<file path="src/rtl/rv_pkg.sv">
// Shared RV64I pipeline definitions: data widths, the canonical NOP and the
// fetch queue entry layout.
package rv_pkg;

    localparam int XLEN = 64;
    localparam logic [31:0] NOP_INSTR = 32'h00000013;

    typedef struct packed {
        logic [63:0] pc;
        logic [31:0] instr;
    } fetch_entry_t;

    // Instructions are 4-byte aligned; low address bits are dropped, not trapped.
    function automatic logic [XLEN-1:0] align_pc(input logic [XLEN-1:0] addr);
        return addr & ~64'd3;
    endfunction

endpackage

</file>
<file path="src/rtl/fetch_queue.sv">
// Small in-order FIFO of fetched {pc, instr} pairs. Flush beats push and pop,
// and a push into a full queue is accepted when a pop frees the head the same cycle.
module fetch_queue
    import rv_pkg::*;
#(
    parameter int DEPTH = 2,
    localparam int PTR_W = (DEPTH > 1) ? $clog2(DEPTH) : 1,
    localparam int CNT_W = $clog2(DEPTH) + 1
) (
    input  logic               clk,
    input  logic               rst,
    input  logic               push,
    input  logic               pop,
    input  logic               flush,
    input  fetch_entry_t       wdata,
    output logic               full,
    output logic               empty,
    output logic [CNT_W-1:0]   count,
    output fetch_entry_t       head
);

    fetch_entry_t     mem_q [DEPTH];
    logic [PTR_W-1:0] head_q, head_d;
    logic [PTR_W-1:0] tail_q, tail_d;
    logic [CNT_W-1:0] count_q, count_d;
    logic             push_en;
    logic             pop_en;
    logic             wr_en;

    assign full  = (count_q == CNT_W'(DEPTH));
    assign empty = (count_q == '0);
    assign count = count_q;
    assign head  = mem_q[head_q];

    always_comb begin
        pop_en  = pop & ~empty;
        push_en = push & (~full | pop_en);
        wr_en   = push_en & ~flush;
        head_d  = head_q;
        tail_d  = tail_q;
        count_d = count_q;
        if (flush) begin
            head_d  = '0;
            tail_d  = '0;
            count_d = '0;
        end else begin
            // Pointers wrap for free because DEPTH is a power of two.
            if (pop_en)
                head_d = head_q + PTR_W'(1);
            if (push_en)
                tail_d = tail_q + PTR_W'(1);
            if (push_en && !pop_en)
                count_d = count_q + CNT_W'(1);
            else if (pop_en && !push_en)
                count_d = count_q - CNT_W'(1);
        end
    end

    always_ff @(posedge clk) begin
        if (rst) begin
            head_q  <= '0;
            tail_q  <= '0;
            count_q <= '0;
        end else begin
            head_q  <= head_d;
            tail_q  <= tail_d;
            count_q <= count_d;
        end
    end

    // Storage needs no reset: empty entries are never presented downstream.
    for (genvar gi = 0; gi < DEPTH; gi++) begin : g_entry
        always_ff @(posedge clk) begin
            if (wr_en && (tail_q == PTR_W'(gi)))
                mem_q[gi] <= wdata;
        end
    end

endmodule

</file>
<file path="src/rtl/instr_fetch.sv">
// Fetch stage: owns the PC, addresses the instruction ROM and queues fetched
// words toward decode; execute redirects flush the queue and retarget the PC.
module instr_fetch
    import rv_pkg::*;
#(
    parameter logic [63:0] RESET_PC = 64'h0,
    parameter int          DEPTH    = 2
) (
    input  logic        clk,
    input  logic        rst,
    output logic [63:0] imem_addr,
    input  logic [31:0] imem_rd,
    input  logic        redirect_valid,
    input  logic [63:0] redirect_pc,
    output logic        if_valid,
    input  logic        if_ready,
    output logic [63:0] if_pc,
    output logic [63:0] if_pc4,
    output logic [31:0] if_instr
);

    localparam int CNT_W = $clog2(DEPTH) + 1;

    logic [63:0]      pc_q, pc_d;
    logic             push;
    logic             pop;
    logic             q_empty;
    logic             unused_q_full;
    logic [CNT_W-1:0] q_count;
    fetch_entry_t     q_wdata;
    fetch_entry_t     q_head;

    assign imem_addr = pc_q;
    assign pop       = if_valid & if_ready;
    assign q_wdata   = '{pc: pc_q, instr: imem_rd};

    always_comb begin
        push = ~redirect_valid & ((q_count < CNT_W'(DEPTH)) | pop);
        pc_d = pc_q;
        if (redirect_valid)
            pc_d = align_pc(redirect_pc);
        else if (push)
            pc_d = pc_q + 64'd4;
    end

    always_ff @(posedge clk) begin
        if (rst)
            pc_q <= RESET_PC;
        else
            pc_q <= pc_d;
    end

    fetch_queue #(
        .DEPTH (DEPTH)
    ) u_queue (
        .clk   (clk),
        .rst   (rst),
        .push  (push),
        .pop   (pop),
        .flush (redirect_valid),
        .wdata (q_wdata),
        .full  (unused_q_full),
        .empty (q_empty),
        .count (q_count),
        .head  (q_head)
    );

    // Decode sees only registered queue state, never imem_rd or if_ready directly.
    assign if_valid = ~q_empty;
    assign if_pc    = if_valid ? q_head.pc : 64'd0;
    assign if_pc4   = if_valid ? q_head.pc + 64'd4 : 64'd0;
    assign if_instr = if_valid ? q_head.instr : NOP_INSTR;

endmodule

</file>
<file path="config.mk">
export PLATFORM = sky130hd
export DESIGN_NAME = instr_fetch
export DESIGN_NICKNAME = d
export VERILOG_FILES = /design/src/rtl/rv_pkg.sv /design/src/rtl/fetch_queue.sv /design/src/rtl/instr_fetch.sv
export SDC_FILE = /design/constraint.sdc
export NUM_CORES = 1
export LEC_CHECK = 0
export BUFFER_PORTS_ARGS = -buffer_cell sky130_fd_sc_hd__buf_2
export CORE_ASPECT_RATIO = 0.7
export CORE_MARGIN = 4
export CORE_UTILIZATION = 50
export CTS_BUF_LIST = sky130_fd_sc_hd__clkbuf_4 sky130_fd_sc_hd__clkbuf_8
export CTS_CLUSTER_DIAMETER = 120
export DETAILED_ROUTE_END_ITERATION = 8
export GPL_TIMING_DRIVEN = 0
export PLACE_DENSITY = 0.78
export SLEW_MARGIN = 20
export SYNTH_ARGS = -nofsm -noshare
export SYNTH_HDL_FRONTEND = slang
export SYNTH_SLANG_ARGS = --single-unit
</file>
<file path="constraint.sdc">
create_clock -name clk -period 9.3 [get_ports clk]
set_clock_uncertainty 0.1 [all_clocks]
set_input_delay 2.325 -clock clk [delete_from_list [all_inputs] [get_ports clk]]
set_output_delay 2.325 -clock clk [all_outputs]
set_load 0.02 [all_outputs]
</file>
==> results of run 1 <==
metal layers:
layer	routed length, um	share of wire	vias up	global-route usage
li1	-	-	5249	-
met1	20550	0.45	5471	0.4558
met2	18460	0.41	736	0.4250
met3	5163	0.11	96	0.07285
met4	1281	0.028	0	0.08675
met5	0	0	-	0
per-stage QoR:
stage,hold WS (ns),instances,setup WS (ns)
after floorplan,0.4200,1227,2.302
after global placement,0.4332,1899,-0.04887
after detailed placement,0.4493,1908,2.529
after CTS,0.4578,1981,1.925
after global routing,0.4714,1981,1.660
final,0.4561,1984,1.790
power breakdown:
| group | internal (uW) | switching [uW] | leakage [uW] |
|---|---|---|---|
| registers | 1300 | 77.4 | 0.00234 |
| logic | 164 | 331 | 0.00353 |
| clock network | 539 | 440 | 0.000434 |
worst paths after layout:
check,from,end,slack (ns)
setup / recovery,flip-flop,if_pc4[38],1.79
hold / removal,imem_addr[7]$_SDFFE_PP0P_,u_queue.mem_q[0][39]$_DFFE_PP_,0.46
setup reg to reg,imem_addr[9]$_SDFFE_PP0P_,imem_addr[58]$_SDFFE_PP0P_,6.49
hold reg to reg,imem_addr[7]$_SDFFE_PP0P_,u_queue.mem_q[0][39]$_DFFE_PP_,0.46
state kept, by name, indices dropped and copies added, names as in the netlist, named ones only:
register	flops
imem_addr	62
u_queue.count	2
u_queue.head_q	1
u_queue.mem_q	188
u_queue.tail_q	1
Yosys cell counts (11+ instances only):
| library cell | number | share of area |
|---|---|---|
| a211oi_1 | 30 | 0.017 |
| a21oi_1 | 28 | 0.011 |
| and4_1 | 15 | 0.0099 |
| buf_1 | 11 | 0.0031 |
| buf_2 | 14 | 0.0053 |
| buf_4 | 14 | 0.0079 |
| clkbuf_1 | 32 | 0.0090 |
| dfxtp_1 | 67 | 0.10 |
| edfxtp_1 | 188 | 0.42 |
| mux2i_1 | 100 | 0.075 |
| nand2_1 | 82 | 0.023 |
| nand3_1 | 59 | 0.022 |
| nand3b_1 | 21 | 0.012 |
| nand4_1 | 29 | 0.014 |
| nor2_1 | 204 | 0.058 |
| nor3_1 | 27 | 0.010 |
| nor4_1 | 15 | 0.0071 |
| o21ai_0 | 14 | 0.0053 |
| xnor2_1 | 60 | 0.040 |
| xor2_1 | 43 | 0.028 |
area by class of cell:
cell class | instances | area [um^2]
fillers | 2172 | 9590
flip-flops and latches | 255 | 6987
multi-input cells | 886 | 5904
repair buffers | 324 | 1738
clock buffers | 58 | 691.9
well taps | 357 | 446.7
plain buffers | 76 | 392.9
clock inverters | 15 | 137.6
inverters | 10 | 37.54
diodes | 3 | 7.507
logic make-up after synthesis:
group	count (synthesis)
and+or+nand+nor	533
DFF	255
AOI/OAI and AO/OA	136
muxes	105
xor gates and xnor gates	103
buffers and inverters	86
adders and majority gates	3
other	1
==> impl_metrics.env, run 1 <==
export IMPL_status="finished clean"
export IMPL_power_density_mw_per_mm2=174.5
export IMPL_grt_overflow=0
export IMPL_layout_commonest_cell="buf_2"
export IMPL_drc=0
export IMPL_r2r_cells=7
export IMPL_tns_ns=0
export IMPL_avgRoutedWirePerCell_um=22.91
export IMPL_maxCapViolCount=0
export IMPL_htree_levels=2
export IMPL_end_kind="output pin"
export IMPL_min_path_type="reg -> reg"
export IMPL_design_area_mm2=0.01634
export IMPL_place_hpwl_mm=34.99
export IMPL_min_path_cells=0
export IMPL_path_max_fanout=10
export IMPL_wl_mm=45.46
export IMPL_die_h_um=144.4
export IMPL_numCtsBuffers=40
export IMPL_cts_repair_resized=0
export IMPL_rsz0062_at_grt="false"
export IMPL_grt_pass1_wl_mm=67.02
export IMPL_final_core_util=0.6302
export IMPL_placed_cell_area_mm2=0.01551
export IMPL_clk_latency_ns=0.55
export IMPL_num_rows=49
export IMPL_synth_compound_area_frac=0.07750
export IMPL_cp_required_ns=6.88
export IMPL_place_congestion=0.9639
export IMPL_drt_pass1_iter_count=7
export IMPL_ant_nets=0
export IMPL_root_buffer="clkbuf_8"
export IMPL_viasPerCell=5.823
export IMPL_clkTransAtPathRegs_ns=0.06
export IMPL_grt_pass1_vias=11070
export IMPL_path_class="reg -> out"
export IMPL_hold_buffers=0
export IMPL_max_vdd_ir_drop_mv=0.09659
export IMPL_synthAdderAreaFrac=0.002825
export IMPL_crit_top_cell="buf_6"
export IMPL_hold_viol=0
export IMPL_slowest_delay_ns=0.43
export IMPL_min_period_ns=7.510
export IMPL_yosysUniqueCellTypes=73
export IMPL_synth_xor_area_frac=0.06790
export IMPL_area_growth_pct=23.01
export IMPL_die_area_mm2=0.02929
export IMPL_path_depth=17
export IMPL_portBuffers=315
export IMPL_vias=11550
export IMPL_synth_mux_area_frac=0.07957
export IMPL_cp_start_kind="flip-flop"
export IMPL_syn_area_mm2=0.01329
export IMPL_cp_arrival_ns=5.08
export IMPL_drt_initial_drc_count=1469
export IMPL_synth_seq_area_share=0.5258
export IMPL_p_total_uw=2851
export IMPL_path_buf_inv=11
export IMPL_finalMaxSlewViolations=0
export IMPL_synthCells=1222
export IMPL_yosysWarnings=0
export IMPL_ioPinCount=325
export IMPL_path_cells="buf_6 > buf_6 > buf_6 > buf_6 > buf_4 > buf_4 > buf_2 > mux2_2 > ha_1 > inv_1 > a211oi_4 > nand4b_2 > or2_2 > clkbuf_1 > buf_2 > o31ai_1 > buf_2"
export IMPL_antenna_found_initial=0
export IMPL_worstMarginPinSlew_ns=1.041
export IMPL_syn_avg_cell_area_um2=10.87
export IMPL_grt_max_degree=48
export IMPL_synth_simple_gate_area_frac=0.2137
export IMPL_cts_setup_buffers=0
export IMPL_ys_ff_latch=255
export IMPL_clk_path_buf_depth=3
export IMPL_core_area_mm2=0.02593
export IMPL_synth_edf_count=188
export IMPL_crit_family="buffers and inverters"
export IMPL_grtUsageTotal=0.2992
export IMPL_period_share=0.8075
export IMPL_post_route_cells_drive_above_1_share=0.2925
export IMPL_final_nets=1696
export IMPL_mostFrequentLayoutCells="329 x buf_2, 204 x nor2_1, 188 x edfxtp_1"
export IMPL_relSlewSlack=0.3059
export IMPL_ys_flop_type="edfxtp_1"
export IMPL_leakage_uw=0.006305
export IMPL_synth_top_family_by_area="simple AND/OR/NAND/NOR gates"
export IMPL_tritoncts="yes"
export IMPL_setup_violations=0
export IMPL_cp_slowest_cell="buf_2"
export IMPL_start_util=0.5123
export IMPL_clock_fmax_ghz=0.1332
export IMPL_die_w_um=202.8
export IMPL_synth_async_reset_ratio=0
export IMPL_cts_sinks=255
(Power assumes the default switching activity.)
==> inputs of run 2 (changes only) <==
PLACE_DENSITY = 0.75   (was 0.78)
clock period = 7.3 ns   (was 9.3 ns; I/O delays follow)
==> run 2 against run 1 <==
Effect of this change: routed wire length rose by 0.93%; sequential share of layout area is 0.095 points higher; via count grew 1.1%; clock power rose by 26%; non-clock buffer count grew 1; global-route usage up 0.42 points; critical path type unchanged; critical endpoint is now if_pc4[42]; largest cell class unchanged.
==> impl_metrics.env, run 2 (synthesis gave the netlist of run 1 again) <==
export IMPL_path_max_fanout=10
export IMPL_cts_setup_buffers=0
export IMPL_clk_latency_ns=0.56
export IMPL_place_hpwl_mm=35.24
export IMPL_drc=0
export IMPL_min_path_cells=0
export IMPL_grt_pass1_wl_mm=67.58
export IMPL_wl_mm=45.89
export IMPL_grt_overflow=0
export IMPL_path_cells="buf_6 > buf_6 > buf_6 > buf_6 > buf_4 > buf_4 > buf_2 > mux2_2 > ha_1 > inv_1 > a211oi_4 > nand4b_2 > or2_2 > clkbuf_1 > buf_2 > o31ai_1 > buf_2"
export IMPL_antenna_found_initial=2
export IMPL_regToRegStartpoint="imem_addr[2]$_SDFFE_PP0P_"
export IMPL_die_w_um=202.8
export IMPL_reg2reg_to="imem_addr[58]$_SDFFE_PP0P_"
export IMPL_hp_start="imem_addr[63]$_SDFFE_PP0P_"
export IMPL_ioPinCount=325
export IMPL_portBuffers=315
export IMPL_core_area_mm2=0.02593
export IMPL_mostFrequentLayoutCells="329 x buf_2, 204 x nor2_1, 188 x edfxtp_1"
export IMPL_grtUsageTotal=0.3035
export IMPL_root_buffer="clkbuf_8"
export IMPL_rsz0062_at_grt="false"
export IMPL_ff_latch_area_mm2=0.006987
export IMPL_place_congestion=0.9704
export IMPL_setup_violations=0
export IMPL_power_density_mw_per_mm2=221.4
export IMPL_dp_cells=1909
export IMPL_die_area_mm2=0.02929
export IMPL_avgRoutedWirePerCell_um=23.17
export IMPL_status="finished clean"
export IMPL_relSlewSlack=0.2178
export IMPL_r2r_setup_slack_ns=4.36
export IMPL_clock_fmax_ghz=0.1423
export IMPL_largest_register_ffs=188
export IMPL_die_h_um=144.4
export IMPL_clk_path_buf_depth=3
export IMPL_cp_arrival_ns=5.10
export IMPL_crit_top_cell="buf_6"
export IMPL_viasPerCell=5.897
export IMPL_area_growth_pct=22.73
export IMPL_max_vdd_ir_drop_mv=0.1310
export IMPL_slowest_delay_ns=0.42
export IMPL_ant_nets=0
export IMPL_multi_input_area_mm2=0.005904
export IMPL_htree_levels=2
export IMPL_r2r_cells=8
export IMPL_p_total_uw=3611
export IMPL_top_register="u_queue.mem_q"
export IMPL_leakage_uw=0.006301
export IMPL_cp_slowest_cell="buf_2"
export IMPL_cp_start_kind="flip-flop"
export IMPL_start_util=0.5123
export IMPL_end_kind="output pin"
export IMPL_final_nets=1697
export IMPL_clkTransAtPathRegs_ns=0.06
export IMPL_stdcell_count=1980
export IMPL_vias=11680
export IMPL_hold_viol=0
export IMPL_maxCapViolCount=0
export IMPL_nFillCells=2162
export IMPL_cts_sinks=255
export IMPL_numCtsBuffers=40
export IMPL_period_share=0.9626
export IMPL_min_period_ns=7.027
export IMPL_cts_repair_resized=0
export IMPL_grt_max_degree=40
export IMPL_cp_required_ns=5.38
export IMPL_layout_commonest_cell="buf_2"
export IMPL_drt_pass1_iter_count=7
export IMPL_num_rows=49
export IMPL_hold_buffers=0
export IMPL_drt_initial_drc_count=1462
export IMPL_min_path_type="reg -> reg"
export IMPL_tritoncts="yes"
export IMPL_grt_pass1_vias=11170
export IMPL_post_route_cells_drive_above_1_share=0.2922
export IMPL_finalMaxSlewViolations=0
export IMPL_path_class="reg -> out"
export IMPL_worstMarginPinSlew_ns=1.173
export IMPL_min_to="u_queue.mem_q[0][95]$_DFFE_PP_"
## run 2: layout make-up
| cell class | instances | share of cell area |
|---|---|---|
| multi-input cells | 886 | 0.3621 |
| well taps | 357 | 0.02739 |
| clock inverters | 14 | 0.006062 |
| diodes | 1 | 0.0001535 |
| inverters | 10 | 0.002302 |
| plain buffers | 76 | 0.02409 |
| clock buffers | 56 | 0.04343 |
| repair buffers | 325 | 0.1060 |
| flip-flops and latches | 255 | 0.4285 |
## run 2: routing by layer
layer | share of wire | vias to the layer above | GRT usage
li1 | - | 5254 | -
met1 | 0.43 | 5582 | 0.4536
met2 | 0.41 | 765 | 0.4310
met3 | 0.14 | 75 | 0.09034
met4 | 0.021 | 0 | 0.08283
met5 | 0 | - | 0
## run 2: through the flow
step                      setup WS [ns]    util  cell area (um^2)  setup TNS (ns)  hold slack [ns]
final                            0.2728  0.6288             16310               0           0.4254
after global routing             0.2040  0.6287             16300               0           0.4485
after CTS                        0.3880  0.6287             16300               0           0.4318
after detailed placement         0.9934  0.5976             15500               0           0.4219
after global placement           -1.526  0.5913             15330         -142.68           0.4133
after floorplan                  0.8019       -             13310               0           0.4200
## run 2: worst max-delay path by stage
stage / start / end / depth (start not counted)
3_3_place_gp: redirect_valid / u_queue.mem_q[0][1]$_DFFE_PP_ / 4
5_1_grt: flip-flop / if_pc4[34] / 17
6_report: flip-flop / if_pc4[42] / 17
4_1_cts: flip-flop / if_pc4[34] / 17
3_5_place_dp: flip-flop / if_pc4[34] / 17
2_1_floorplan: redirect_valid / u_queue.mem_q[0][0]$_DFFE_PP_ / 3
## run 2: worst max-delay path: cells and delay by family (launching register included)
kind | cells | cell delay (ns)
flip-flops | 1 | 0.33
AO/OA/AOI/OAI | 2 | 0.82
AND/OR/NAND/NOR | 2 | 0.69
buffers and inverters | 11 | 2.29
adder cells (fa/ha/maj) | 1 | 0.14
multiplexers | 1 | 0.26
## run 2: report_power, final
part	switching (uW)	internal [uW]
Clock	561	665
Sequential	100	1650
Combinational	422	209
Total	1080	2530
